File: src/rtl/shift_arbiter.sv
// shift_arbiter: two-requester front end that time-shares one right_shifter.
// Left shifts reuse the right shifter by bit-reversing the operand on the way
// in and the result on the way out. Each operation takes IDLE -> EXEC -> HOLD,
// and arbitration between requesters is round-robin.
// Optional feature: define SHIFT_ARBITER_ROTATE_EN to add per-requester rotate
// ports (req0_rot / req1_rot) that wrap the vacated bits back in.

// Logarithmic logical right shifter: one conditional power-of-two stage per
// bit of the shift amount, vacated bits filled with 0.
module right_shifter #(
  parameter int width = 8,
  localparam int level = $clog2(width)
) (
  input  logic [width-1:0] din,
  input  logic [level-1:0] shamt,
  output logic [width-1:0] dout
);

  // Cascade of stages; stage i shifts by 2**i when shamt[i] is set
  always_comb begin
    logic [width-1:0] v;
    v = din;
    for (int i = 0; i < level; i++) begin
      if (shamt[i]) v = v >> (2 ** i);
    end
    dout = v;
  end

endmodule

module shift_arbiter #(
  parameter int width = 8,
  localparam int level = $clog2(width)
) (
  input  logic             clk,
  input  logic             rst_n,
  input  logic             req0_valid,
  output logic             req0_ready,
  input  logic [width-1:0] req0_a,
  input  logic [level-1:0] req0_b,
  input  logic             req0_dir,
  input  logic             req1_valid,
  output logic             req1_ready,
  input  logic [width-1:0] req1_a,
  input  logic [level-1:0] req1_b,
  input  logic             req1_dir,
`ifdef SHIFT_ARBITER_ROTATE_EN
  input  logic             req0_rot,
  input  logic             req1_rot,
`endif
  output logic             res_valid,
  input  logic             res_ready,
  output logic [width-1:0] res_data,
  output logic             res_id
);

  typedef enum logic [1:0] {
    IDLE = 2'd0,
    EXEC = 2'd1,
    HOLD = 2'd2
  } state_t;

  state_t           state_q, state_d;
  logic             rr_q, rr_d;
  logic [width-1:0] a_q, a_d;
  logic [level-1:0] b_q, b_d;
  logic             dir_q, dir_d;
  logic             id_q, id_d;
`ifdef SHIFT_ARBITER_ROTATE_EN
  logic             rot_q, rot_d;
`endif
  logic [width-1:0] res_data_q, res_data_d;
  logic             res_valid_q, res_valid_d;
  logic             res_id_q, res_id_d;

  logic             any_req;
  logic             gnt_id;
  logic             grant;
  logic             exec_en;
  logic             consume;
  logic [width-1:0] sh_in;
  logic [width-1:0] sh_out;
  logic [width-1:0] shift_res;

  // Mirror a word end-for-end so a right shift acts as a left shift
  function automatic logic [width-1:0] bit_rev(input logic [width-1:0] v);
    logic [width-1:0] r;
    for (int i = 0; i < width; i++) begin
      r[i] = v[width-1-i];
    end
    return r;
  endfunction

  // Arbitration: a lone requester wins; on contention the rr pointer decides
  always_comb begin
    any_req = req0_valid | req1_valid;
    gnt_id  = (req0_valid && req1_valid) ? rr_q : req1_valid;
  end

  // FSM state register
  always_ff @(posedge clk or negedge rst_n) begin
    if (!rst_n) state_q <= IDLE;
    else        state_q <= state_d;
  end

  // FSM next-state logic
  always_comb begin
    state_d = state_q;
    case (state_q)
      IDLE:    if (any_req) state_d = EXEC;
      EXEC:    state_d = HOLD;
      HOLD:    if (res_ready) state_d = IDLE;
      default: state_d = IDLE;
    endcase
  end

  // FSM outputs: ready only in the IDLE grant cycle and never under reset
  always_comb begin
    grant      = (state_q == IDLE) && any_req && rst_n;
    req0_ready = grant && !gnt_id;
    req1_ready = grant && gnt_id;
    exec_en    = (state_q == EXEC);
    consume    = (state_q == HOLD) && res_valid_q && res_ready;
  end

  // Operand capture and round-robin update on the grant edge
  always_comb begin
    rr_d  = rr_q;
    a_d   = a_q;
    b_d   = b_q;
    dir_d = dir_q;
    id_d  = id_q;
`ifdef SHIFT_ARBITER_ROTATE_EN
    rot_d = rot_q;
`endif
    if (grant) begin
      rr_d  = ~gnt_id;
      id_d  = gnt_id;
      a_d   = gnt_id ? req1_a   : req0_a;
      b_d   = gnt_id ? req1_b   : req0_b;
      dir_d = gnt_id ? req1_dir : req0_dir;
`ifdef SHIFT_ARBITER_ROTATE_EN
      rot_d = gnt_id ? req1_rot : req0_rot;
`endif
    end
  end

  // Operand pre-conditioning: reverse bits for a left shift
  always_comb begin
    sh_in = dir_q ? bit_rev(a_q) : a_q;
  end

  right_shifter #(.width(width)) u_right_shifter (
    .din   (sh_in),
    .shamt (b_q),
    .dout  (sh_out)
  );

  // Result post-conditioning: undo the reversal, optionally wrap shifted-out bits
  always_comb begin
`ifdef SHIFT_ARBITER_ROTATE_EN
    int rot_amt;
    // Shifting by width - b in the opposite direction recovers the bits that
    // fell off; with b = 0 the amount equals width and contributes nothing.
    rot_amt   = width - int'(b_q);
`endif
    shift_res = dir_q ? bit_rev(sh_out) : sh_out;
`ifdef SHIFT_ARBITER_ROTATE_EN
    if (rot_q) begin
      shift_res = shift_res | (dir_q ? (a_q >> rot_amt) : (a_q << rot_amt));
    end
`endif
  end

  // Result register: load in EXEC, hold through HOLD, drop valid on handshake
  always_comb begin
    res_data_d  = res_data_q;
    res_id_d    = res_id_q;
    res_valid_d = res_valid_q;
    if (exec_en) begin
      res_data_d  = shift_res;
      res_id_d    = id_q;
      res_valid_d = 1'b1;
    end else if (consume) begin
      res_valid_d = 1'b0;
    end
  end

  // Control and datapath registers; reset discards any in-flight operation
  always_ff @(posedge clk or negedge rst_n) begin
    if (!rst_n) begin
      rr_q        <= 1'b0;
      a_q         <= '0;
      b_q         <= '0;
      dir_q       <= 1'b0;
      id_q        <= 1'b0;
`ifdef SHIFT_ARBITER_ROTATE_EN
      rot_q       <= 1'b0;
`endif
      res_data_q  <= '0;
      res_valid_q <= 1'b0;
      res_id_q    <= 1'b0;
    end else begin
      rr_q        <= rr_d;
      a_q         <= a_d;
      b_q         <= b_d;
      dir_q       <= dir_d;
      id_q        <= id_d;
`ifdef SHIFT_ARBITER_ROTATE_EN
      rot_q       <= rot_d;
`endif
      res_data_q  <= res_data_d;
      res_valid_q <= res_valid_d;
      res_id_q    <= res_id_d;
    end
  end

  assign res_valid = res_valid_q;
  assign res_data  = res_data_q;
  assign res_id    = res_id_q;

endmodule
File: config.mk
export PLATFORM = sky130hd
export DESIGN_NAME = shift_arbiter
export DESIGN_NICKNAME = d
export VERILOG_FILES = /design/src/rtl/shift_arbiter.sv
export SDC_FILE = /design/constraint.sdc
export NUM_CORES = 1
export LEC_CHECK = 0
export BUFFER_PORTS_ARGS = -buffer_cell sky130_fd_sc_hd__buf_2
export CAP_MARGIN = 10
export CORE_ASPECT_RATIO = 0.9
export CORE_MARGIN = 2
export CORE_UTILIZATION = 50
export DETAILED_ROUTE_END_ITERATION = 8
export PLACE_DENSITY = 0.76
export SYNTH_ARGS = -nofsm -noshare
export SYNTH_HDL_FRONTEND = slang
export SYNTH_HIERARCHICAL = 1
export SYNTH_SLANG_ARGS = --single-unit
export TNS_END_PERCENT = 50
File: constraint.sdc
create_clock -name clk -period 2.6 [get_ports clk]
set_clock_uncertainty 0.1 [all_clocks]
set_input_delay 0.78 -clock clk [delete_from_list [all_inputs] [get_ports clk]]
set_output_delay 0.78 -clock clk [all_outputs]
set_load 0.02 [all_outputs]
==> impl_metrics.py, run 1 <==
metrics = {
    "power": {
        "switching_share_pct": 40.93,
        "seq_power_share_pct": 32.3,
        "p_leak_nw": 0.8782,
        "peakVddDrop_mv": 0.4163,
        "power_density_mw_per_mm2": 1258,
        "internal-power_mw": 1.475,
        "pwr-share-clk_pct": 13.3,
        "p_comb_share_pct": 54.4,
        "p_sw_mw": 1.022,
    },
    "die": {
        "initial_core_util_pct": 51.43,
        "core.rowCount": 20,
        "die_x_um": 65.68,
        "die_area_sq_mm": 0.003908,
        "core-area_sq_mm": 0.003328,
        "die_h_um": 59.51,
        "ios": 41,
    },
    "routing": {
        "wl_mm": 3.341,
        "vias": 1379,
        "wl_per_cell_um": 13.58,
        "first_iter_violations": 51,
        "drc": 0,
        "drtPass1Iterations": 5,
        "viasPerCell": 5.606,
        "ant_nets": 0,
    },
    "global_routing": {
        "busiest_layer": "met2",
        "use_met3_pct": 3.042,
        "use_met2_pct": 33.48,
        "track_usage_pct": 18.96,
        "grt_use_met1_pct": 23.03,
        "antenna_found_initial": 0,
        "grt_pass1_vias": 1298,
        "grt_max_degree": 39,
        "grt_first_pass_wirelength_mm": 5.685,
        "grt_overflow": 0,
    },
    "timing": {
        "worst_pin_slew_ps": 546.3,
        "layout_min_cycle_time_ps": 2416,
        "setup_viol": 0,
        "max_freq_mhz": 413.8,
        "setup-tns-final_ps": 0,
        "rsz0062_at_grt": "false",
        "worst_slack_ps": 183.6,
        "maxSlewViolCount": 0,
        "slew_headroom_pct": 63.58,
        "min_period_over_period_pct": 92.94,
        "finalHoldViolCount": 0,
    },
    "place": {
        "hpwl_mm": 2.635,
        "place_area_sq_mm": 0.001913,
        "pre_cts_slack_ps": 184.5,
        "gp_congestion": 0.7975,
        "portBuffers": 40,
    },
    "synthesis": {
        "synth_cell_types": 29,
        "yosys.area.top_type": "dfrtp_1",
        "synth_area_leaders": "dfrtp_1, mux2i_1, a31oi_2",
        "netlist_instances": 169,
        "yosysTopAreaCellShare_pct": 38.01,
        "yosysSeqAreaShare_pct": 38.01,
        "yosysWarningCount": 6,
        "netlist_area_sq_mm": 0.001712,
        "syn-num-nets": 198,
        "synth-seq-cells": 26,
        "syn_area_per_cell_sq_um": 10.13,
    },
    "clock_network": {
        "root_buffer": "clkbuf_8",
        "clk_pin_slew_ps": 80,
        "cts_tree": "built",
        "hold_buffers": 0,
        "cts_buffers": 3,
        "cts.sinks": 26,
        "clk_latency_ps": 270,
        "cts_resized": 0,
        "h-tree-depth": 1,
        "clock_path_buffers": 2,
        "post_cts_buffers": 0,
    },
    "cells_and_area": {
        "layout-drive-gt1-share_pct": 39.11,
        "final_core_util_pct": 59.62,
        "layout-area-overhead-vs-synth_pct": 15.94,
        "diodes": 0,
        "nNetsFinal": 232,
        "postLayoutCellArea_sq_mm": 0.001984,
    },
    "setup_path": {
        "worstSetupPathType": "input pin to output port",
        "required_ps": 1720,
        "worstPathArrival_ps": 1540,
        "crit_slowest_cell": "inv_1",
        "worstSetupStartpointType": "input pin",
        "max_stage_delay_ps": 230,
        "end_kind": "output port",
        "path_cells": "buf_2, inv_1, nor2_1, nor2_1, buf_2",
        "cp_max_fo": 13,
    },
    "flow_run": {
        "drv_cap": 0,
    },
    "hold_path": {
        "min_path_type": "register to register",
    },
    "status": {
        "status": "finished clean",
    },
}
cell families (layout without fill, tap and decap cells):
group                  after synthesis  after routing  share of synthesized area, %
AO/OA/AOI/OAI                       53             53                         21.86
AND/OR/NAND/NOR                     41             41                         13.96
multiplexers                        30             30                         19.96
flip-flops                          26             26                         38.01
buffers and inverters               19             52                         6.213
state kept, by name, summed over array words and instances (netlist names):
register   count
res_data       8
id_q           1
b_q            3
state_q        2
a_q            8
rr_q           1
dir_q          1
res_id         1
res_valid      1
Yosys cell counts:
master / count
a31oi_1: 14
a21oi_1: 2
mux2_2: 11
o21ai_0: 22
nor3_1: 2
mux2i_1: 15
o21a_1: 1
nor2b_1: 2
and3_4: 1
clkbuf_1: 9
dfrtp_1: 26
mux4_2: 1
or2_1: 1
nor2_1: 5
mux2_4: 3
inv_1: 2
nand3b_1: 13
a211oi_1: 1
nand2b_1: 5
nand2_1: 9
a21oi_2: 1
o21ai_1: 1
nor2_2: 1
nand3_1: 1
o22ai_2: 1
and2_1: 1
buf_2: 4
a31oi_2: 10
buf_6: 4
area by class of cell:
| class | instances | area, sq um |
|---|---|---|
| Timing Repair Buffer | 46 | 245.2 |
| Sequential cell | 26 | 650.6 |
| Inverter | 2 | 7.507 |
| Fill cell | 306 | 1344 |
| Multi-Input combinational cell | 124 | 954.7 |
| Clock buffer | 3 | 41.29 |
| Tap cell | 44 | 55.05 |
| Clock inverter | 1 | 30.03 |
metal layers:
| metal | share of wire (%) | up-vias |
|---|---|---|
| met1 | 44 | 643 |
| met5 | 0 | - |
| li1 | - | 687 |
| met4 | 1.7 | 0 |
| met3 | 6.1 | 5 |
| met2 | 48 | 44 |
metrics by stage:
| step | instances | power [mW] | hold slack (ps) |
|---|---|---|---|
| floorplan | 169 | 1.913 | 375.6 |
| global placement | 242 | 2.109 | 356.9 |
| detailed placement | 242 | 2.173 | 364.7 |
| CTS | 246 | 2.514 | 384.2 |
| global route | 246 | 2.693 | 419.7 |
| finish | 246 | 2.497 | 374.6 |
worst paths after layout:
check / from / end / slack, ps / cells past startpoint
min in group asynchronous: rst_n / res_data[6]$_DFFE_PN0P_ / 470 / 2
min: res_data[5]$_DFFE_PN0P_ / res_data[5]$_DFFE_PN0P_ / 370 / 2
max reg2reg: dir_q$_DFFE_PN0P_ / res_data[6]$_DFFE_PN0P_ / 500 / 6
max: req1_valid / req0_ready / 180 / 5
max in group asynchronous: rst_n / b_q[1]$_DFFE_PN0P_ / 1640 / 2
min reg2reg: res_data[5]$_DFFE_PN0P_ / res_data[5]$_DFFE_PN0P_ / 370 / 2
worst max-delay path, delay by kind of cell:
kind	cells	cell delay, ps
buffers and inverters	3	530
and+or+nand+nor	2	230
power by group through the flow:
| stage | Combinational (mW) | Clock, mW | Sequential [mW] |
|---|---|---|---|
| detailed placement | 1.36 | 0 | 0.816 |
| CTS | 1.37 | 0.336 | 0.808 |
| floorplan | 1.14 | 0 | 0.777 |
| finish | 1.36 | 0.331 | 0.807 |
| global route | 1.50 | 0.352 | 0.845 |
| global placement | 1.31 | 0 | 0.796 |
cells in the final DEF, fill, tap and decap left out, drive strengths merged, types with 3 or more instances in the layout:
| cell | synthesis | layout |
|---|---|---|
| nand2b | 5 | 5 |
| a21oi | 3 | 3 |
| mux2i | 15 | 15 |
| nor2 | 6 | 6 |
| nand3b | 13 | 13 |
| clkbuf | 9 | 3 |
| nand2 | 9 | 9 |
| dfrtp | 26 | 26 |
| mux2 | 14 | 14 |
| a31oi | 24 | 24 |
| o21ai | 23 | 23 |
| buf | 8 | 46 |
No activity file was read; power rests on OpenSTA's default activity.
==> run 2: changes to the inputs <==
- CTS_BUF_LIST: default -> sky130_fd_sc_hd__clkbuf_16
==> run 2 against run 1 <==
  * Clock power increased by 34%
  * Critical path depth unchanged
  * First-iteration DRC count increased by 14%
  * Fmax about the same
  * Utilization increased by 1.0 points
  * Via count decreased by 0.44%
  * Sequential cell count unchanged
  * Sequential share of layout area decreased by 0.55 points
  * Critical path type unchanged
  * Largest cell class unchanged
  * Largest power group unchanged
==> impl_metrics.py, run 2 (synthesis gave the netlist of run 1 again) <==
metrics = {
    "status": {
        "status": "finished clean",
    },
    "place": {
        "gp_congestion": 0.7975,
        "place_area_sq_mm": 0.001913,
        "placedCellCount": 242,
        "portBuffers": 40,
        "hpwl_mm": 2.635,
    },
    "global_routing": {
        "track_usage_pct": 18.96,
        "grt_first_pass_wirelength_mm": 5.671,
        "use_met2_pct": 33.62,
        "antenna_found_initial": 0,
        "grt_overflow": 0,
        "grt_pass1_vias": 1291,
        "grt_use_met1_pct": 22.91,
        "use_met3_pct": 3.612,
        "grt_max_degree": 39,
        "busiest_layer": "met2",
    },
    "timing": {
        "worst_pin_slew_ps": 544.0,
        "setup-tns-final_ps": 0,
        "slew_headroom_pct": 63.73,
        "max_freq_mhz": 413.9,
        "setup_viol": 0,
        "finalHoldViolCount": 0,
        "maxSlewViolCount": 0,
        "rsz0062_at_grt": "false",
        "min_period_over_period_pct": 92.93,
        "layout_min_cycle_time_ps": 2416,
    },
    "hold_path": {
        "min_path_type": "register to register",
    },
    "cells_and_area": {
        "final_core_util_pct": 60.64,
        "nNetsFinal": 232,
        "final.fill_count": 305,
        "postLayoutCellArea_sq_mm": 0.002018,
        "layout-drive-gt1-share_pct": 39.11,
        "multi_input_area_sq_um": 954.7,
        "finalNonFillerCells": 246,
        "layout-area-overhead-vs-synth_pct": 17.91,
        "diodes": 0,
        "final_cell_mix": "buf_2, dfrtp_1, o21ai_0, mux2i_1, a31oi_1",
        "final_common_cell": "buf_2",
        "seq_area_sq_um": 650.6,
    },
    "routing": {
        "wl_mm": 3.353,
        "vias": 1373,
        "viasPerCell": 5.581,
        "first_iter_violations": 58,
        "ant_nets": 0,
        "drtPass1Iterations": 4,
        "drc": 0,
        "wl_per_cell_um": 13.63,
    },
    "clock_network": {
        "clk_latency_ps": 260,
        "cts_tree": "built",
        "post_cts_buffers": 0,
        "hold_buffers": 0,
        "cts_buffers": 3,
        "cts_resized": 0,
        "clk_pin_slew_ps": 60,
        "clock_path_buffers": 2,
        "h-tree-depth": 1,
        "cts.sinks": 26,
        "root_buffer": "clkbuf_16",
    },
    "die": {
        "ios": 41,
        "die_x_um": 65.68,
        "core-area_sq_mm": 0.003328,
        "die_area_sq_mm": 0.003908,
        "core.rowCount": 20,
        "die_h_um": 59.51,
        "initial_core_util_pct": 51.43,
    },
    "power": {
        "finalPower_mw": 2.611,
        "power_density_mw_per_mm2": 1294,
        "p_leak_nw": 0.8936,
        "peakVddDrop_mv": 0.3989,
    },
    "setup_path": {
        "required_ps": 1720,
        "cp_max_fo": 13,
        "worst-r2r-setup-slack_ps": 500,
        "worstPathArrival_ps": 1540,
        "worstSetupPathType": "input pin to output port",
        "worstSetupStartpointType": "input pin",
        "end_kind": "output port",
    },
    "flow_run": {
        "drv_cap": 0,
    },
}
[run 2: final cells by class]
class	instances	area share (%)
sequential	26	32.24
clock buffer	3	3.720
clock inverter	1	1.488
tap	44	2.728
timing repair buffer	46	12.15
multi-input combinational	124	47.30
inverter	2	0.3720
[run 2: final timing paths]
path                                         startpoint                       to  cells after the start
worst min register to register  res_data[5]$_DFFE_PN0P_  res_data[5]$_DFFE_PN0P_                      2
worst max register to register        dir_q$_DFFE_PN0P_  res_data[6]$_DFFE_PN0P_                      6
max in group asynchronous                         rst_n       b_q[1]$_DFFE_PN0P_                      2
worst min-delay path            res_data[5]$_DFFE_PN0P_  res_data[5]$_DFFE_PN0P_                      2
min in group asynchronous                         rst_n         id_q$_DFFE_PN0P_                      2
worst max-delay path                         req1_valid               req0_ready                      5
[run 2: per-stage QoR]
stage	hold slack (ps)	setup WS, ps
final	369.5	183.8
after global routing	413.1	98.21
after CTS	378.3	180.3
after detailed placement	364.7	184.5
after global placement	356.9	235.9
after floorplan	375.6	45.06
[run 2: per-layer routing]
layer  vias up  part of all wire (%)
met5         -                     0
met4         0                   1.6
met3         7                   5.7
met2        48                    47
met1       634                    46
li1        684                     -
[run 2: critical path, cell delays in order]
cell	delay, ps
buf_2	130
inv_1	230
nor2_1	120
nor2_1	110
buf_2	170
[run 2: report_power, final]
| part | total, mW | switching, mW | internal [mW] |
|---|---|---|---|
| combinational | 1.36 | 0.683 | 0.675 |
| sequential | 0.811 | 0.217 | 0.595 |
| clock | 0.442 | 0.136 | 0.306 |
==> run 3: changes to the inputs <==
- PLACE_DENSITY: 0.76 -> 0.83
==> run 3 against run 2 <==
  * Fmax is 1.8% higher
  * Sequential share of layout area is 0.43 points higher
  * Hold slack better by 3.1 ps
  * First-iteration DRC count is 3.4% lower
  * Final cell count stayed put
==> impl_metrics.py, run 3 (synthesis gave the netlist of run 1 again) <==
metrics = {
    "timing": {
        "max_freq_mhz": 421.4,
        "maxSlewViolCount": 0,
        "worst_slack_ps": 227.2,
        "slew_headroom_pct": 65.08,
        "min_period_over_period_pct": 91.26,
        "setup-tns-final_ps": 0,
        "rsz0062_at_grt": "false",
        "worst_pin_slew_ps": 523.7,
        "hold_ws_ps": 372.6,
        "setup_viol": 0,
        "finalHoldViolCount": 0,
        "layout_min_cycle_time_ps": 2373,
    },
    "power": {
        "p_sw_mw": 1.022,
        "internal-power_mw": 1.476,
        "peakVddDrop_mv": 0.4068,
        "p_comb_share_pct": 54.1,
        "seq_power_share_pct": 32.5,
        "pwr-share-clk_pct": 13.4,
        "p_leak_nw": 0.8811,
        "power_density_mw_per_mm2": 1254,
        "switching_share_pct": 40.92,
    },
    "clock_network": {
        "clk_latency_ps": 260,
        "cts.sinks": 26,
        "h-tree-depth": 1,
        "clk_pin_slew_ps": 60,
        "root_buffer": "clkbuf_16",
        "hold_buffers": 0,
        "cts_buffers": 3,
        "post_cts_buffers": 0,
        "clock_path_buffers": 2,
        "cts_resized": 0,
        "cts_tree": "built",
    },
    "cells_and_area": {
        "final_cell_mix": "buf_2, dfrtp_1, o21ai_0, mux2i_1, a31oi_1",
        "postLayoutCellArea_sq_mm": 0.001992,
        "nNetsFinal": 232,
        "final.fill_count": 294,
        "layout-area-overhead-vs-synth_pct": 16.37,
        "diodes": 0,
        "finalNonFillerCells": 246,
        "final_common_cell": "buf_2",
        "layout-drive-gt1-share_pct": 38.61,
    },
    "routing": {
        "first_iter_violations": 56,
        "viasPerCell": 5.419,
        "drtPass1Iterations": 4,
        "vias": 1333,
        "wl_per_cell_um": 13.25,
        "drc": 0,
        "wl_mm": 3.259,
        "ant_nets": 0,
    },
    "setup_path": {
        "crit_buf_inv": 3,
        "worstSetupStartpointType": "input pin",
        "end_kind": "output port",
        "worstPathArrival_ps": 1490,
        "path_delay_family": "buffers and inverters",
        "max_stage_delay_ps": 220,
        "required_ps": 1720,
        "crit_slowest_cell": "inv_1",
        "path_cells": "buf_2, inv_1, nor2_1, nor2_1, buf_2",
        "worstSetupPathType": "input pin to output port",
        "cp_max_fo": 13,
    },
    "global_routing": {
        "grt_overflow": 0,
        "track_usage_pct": 18.78,
        "grt_pass1_vias": 1255,
        "grt_first_pass_wirelength_mm": 5.547,
        "antenna_found_initial": 0,
        "grt_max_degree": 39,
    },
    "die": {
        "die_h_um": 59.51,
        "core.rowCount": 20,
        "ios": 41,
        "core-area_sq_mm": 0.003328,
        "initial_core_util_pct": 51.43,
        "die_x_um": 65.68,
        "die_area_sq_mm": 0.003908,
    },
    "place": {
        "place_area_sq_mm": 0.001913,
        "gp_congestion": 0.8393,
        "pre_cts_slack_ps": 219.1,
        "hpwl_mm": 2.521,
        "placedCellCount": 242,
        "portBuffers": 40,
    },
    "hold_path": {
        "min_path_type": "register to register",
    },
    "flow_run": {
        "drv_cap": 0,
    },
    "status": {
        "status": "finished clean",
    },
}
[run 3: cell types whose count changed in the layout (fill, tap and decap cells not counted)]
cell       delta
clkinv_1      +1
bufinv_16     -1
[run 3: metal layers]
layer	wire length [um]	global-route usage (%)	vias up	part of all wire, %
met4	58	9.226	0	1.8
met5	0	0	-	0
met3	171	3.042	5	5.2
met2	1463	29.87	48	45
met1	1565	25.00	593	48
li1	-	-	687	-
[run 3: power groups by stage]
stage / logic [mW] / registers [mW] / clock network, mW
floorplan: 1.14 / 0.777 / 0
global placement: 1.32 / 0.797 / 0
detailed placement: 1.34 / 0.816 / 0
CTS: 1.35 / 0.809 / 0.345
global route: 1.49 / 0.846 / 0.360
finish: 1.35 / 0.811 / 0.335
[run 3: metrics by stage]
step	total power, mW	util [%]
2_1_floorplan	1.913	-
4_1_cts	2.508	59.85
3_5_place_dp	2.160	57.48
6_report	2.498	59.85
5_1_grt	2.695	59.85
3_3_place_gp	2.114	57.48
[run 3: worst paths after layout]
path / slack [ps] / cells past startpoint / startpoint / to
worst max-delay path: 230 / 5 / req1_valid / req0_ready
worst min-delay path: 370 / 2 / res_data[3]$_DFFE_PN0P_ / res_data[3]$_DFFE_PN0P_
worst max register to register: 510 / 6 / dir_q$_DFFE_PN0P_ / res_data[7]$_DFFE_PN0P_
worst min register to register: 370 / 2 / res_data[3]$_DFFE_PN0P_ / res_data[3]$_DFFE_PN0P_
max in group asynchronous: 1610 / 2 / rst_n / b_q[0]$_DFFE_PN0P_
min in group asynchronous: 490 / 2 / rst_n / res_data[5]$_DFFE_PN0P_
[run 3: area by class of cell]
type / instances / area (sq um) / share of cell area [%]
tap: 44 / 55.05 / 2.764
timing repair buffer: 46 / 245.2 / 12.31
multi-input combinational: 124 / 954.7 / 47.93
inverter: 2 / 7.507 / 0.3769
sequential: 26 / 650.6 / 32.66
clock buffer: 3 / 75.07 / 3.769
clock inverter: 1 / 3.754 / 0.1884
[run 3: worst min-delay path, cell delays in order, from the launching register on]
cell	delay (ps)
dfrtp_1	340
nand2_1	40
o21ai_0	60
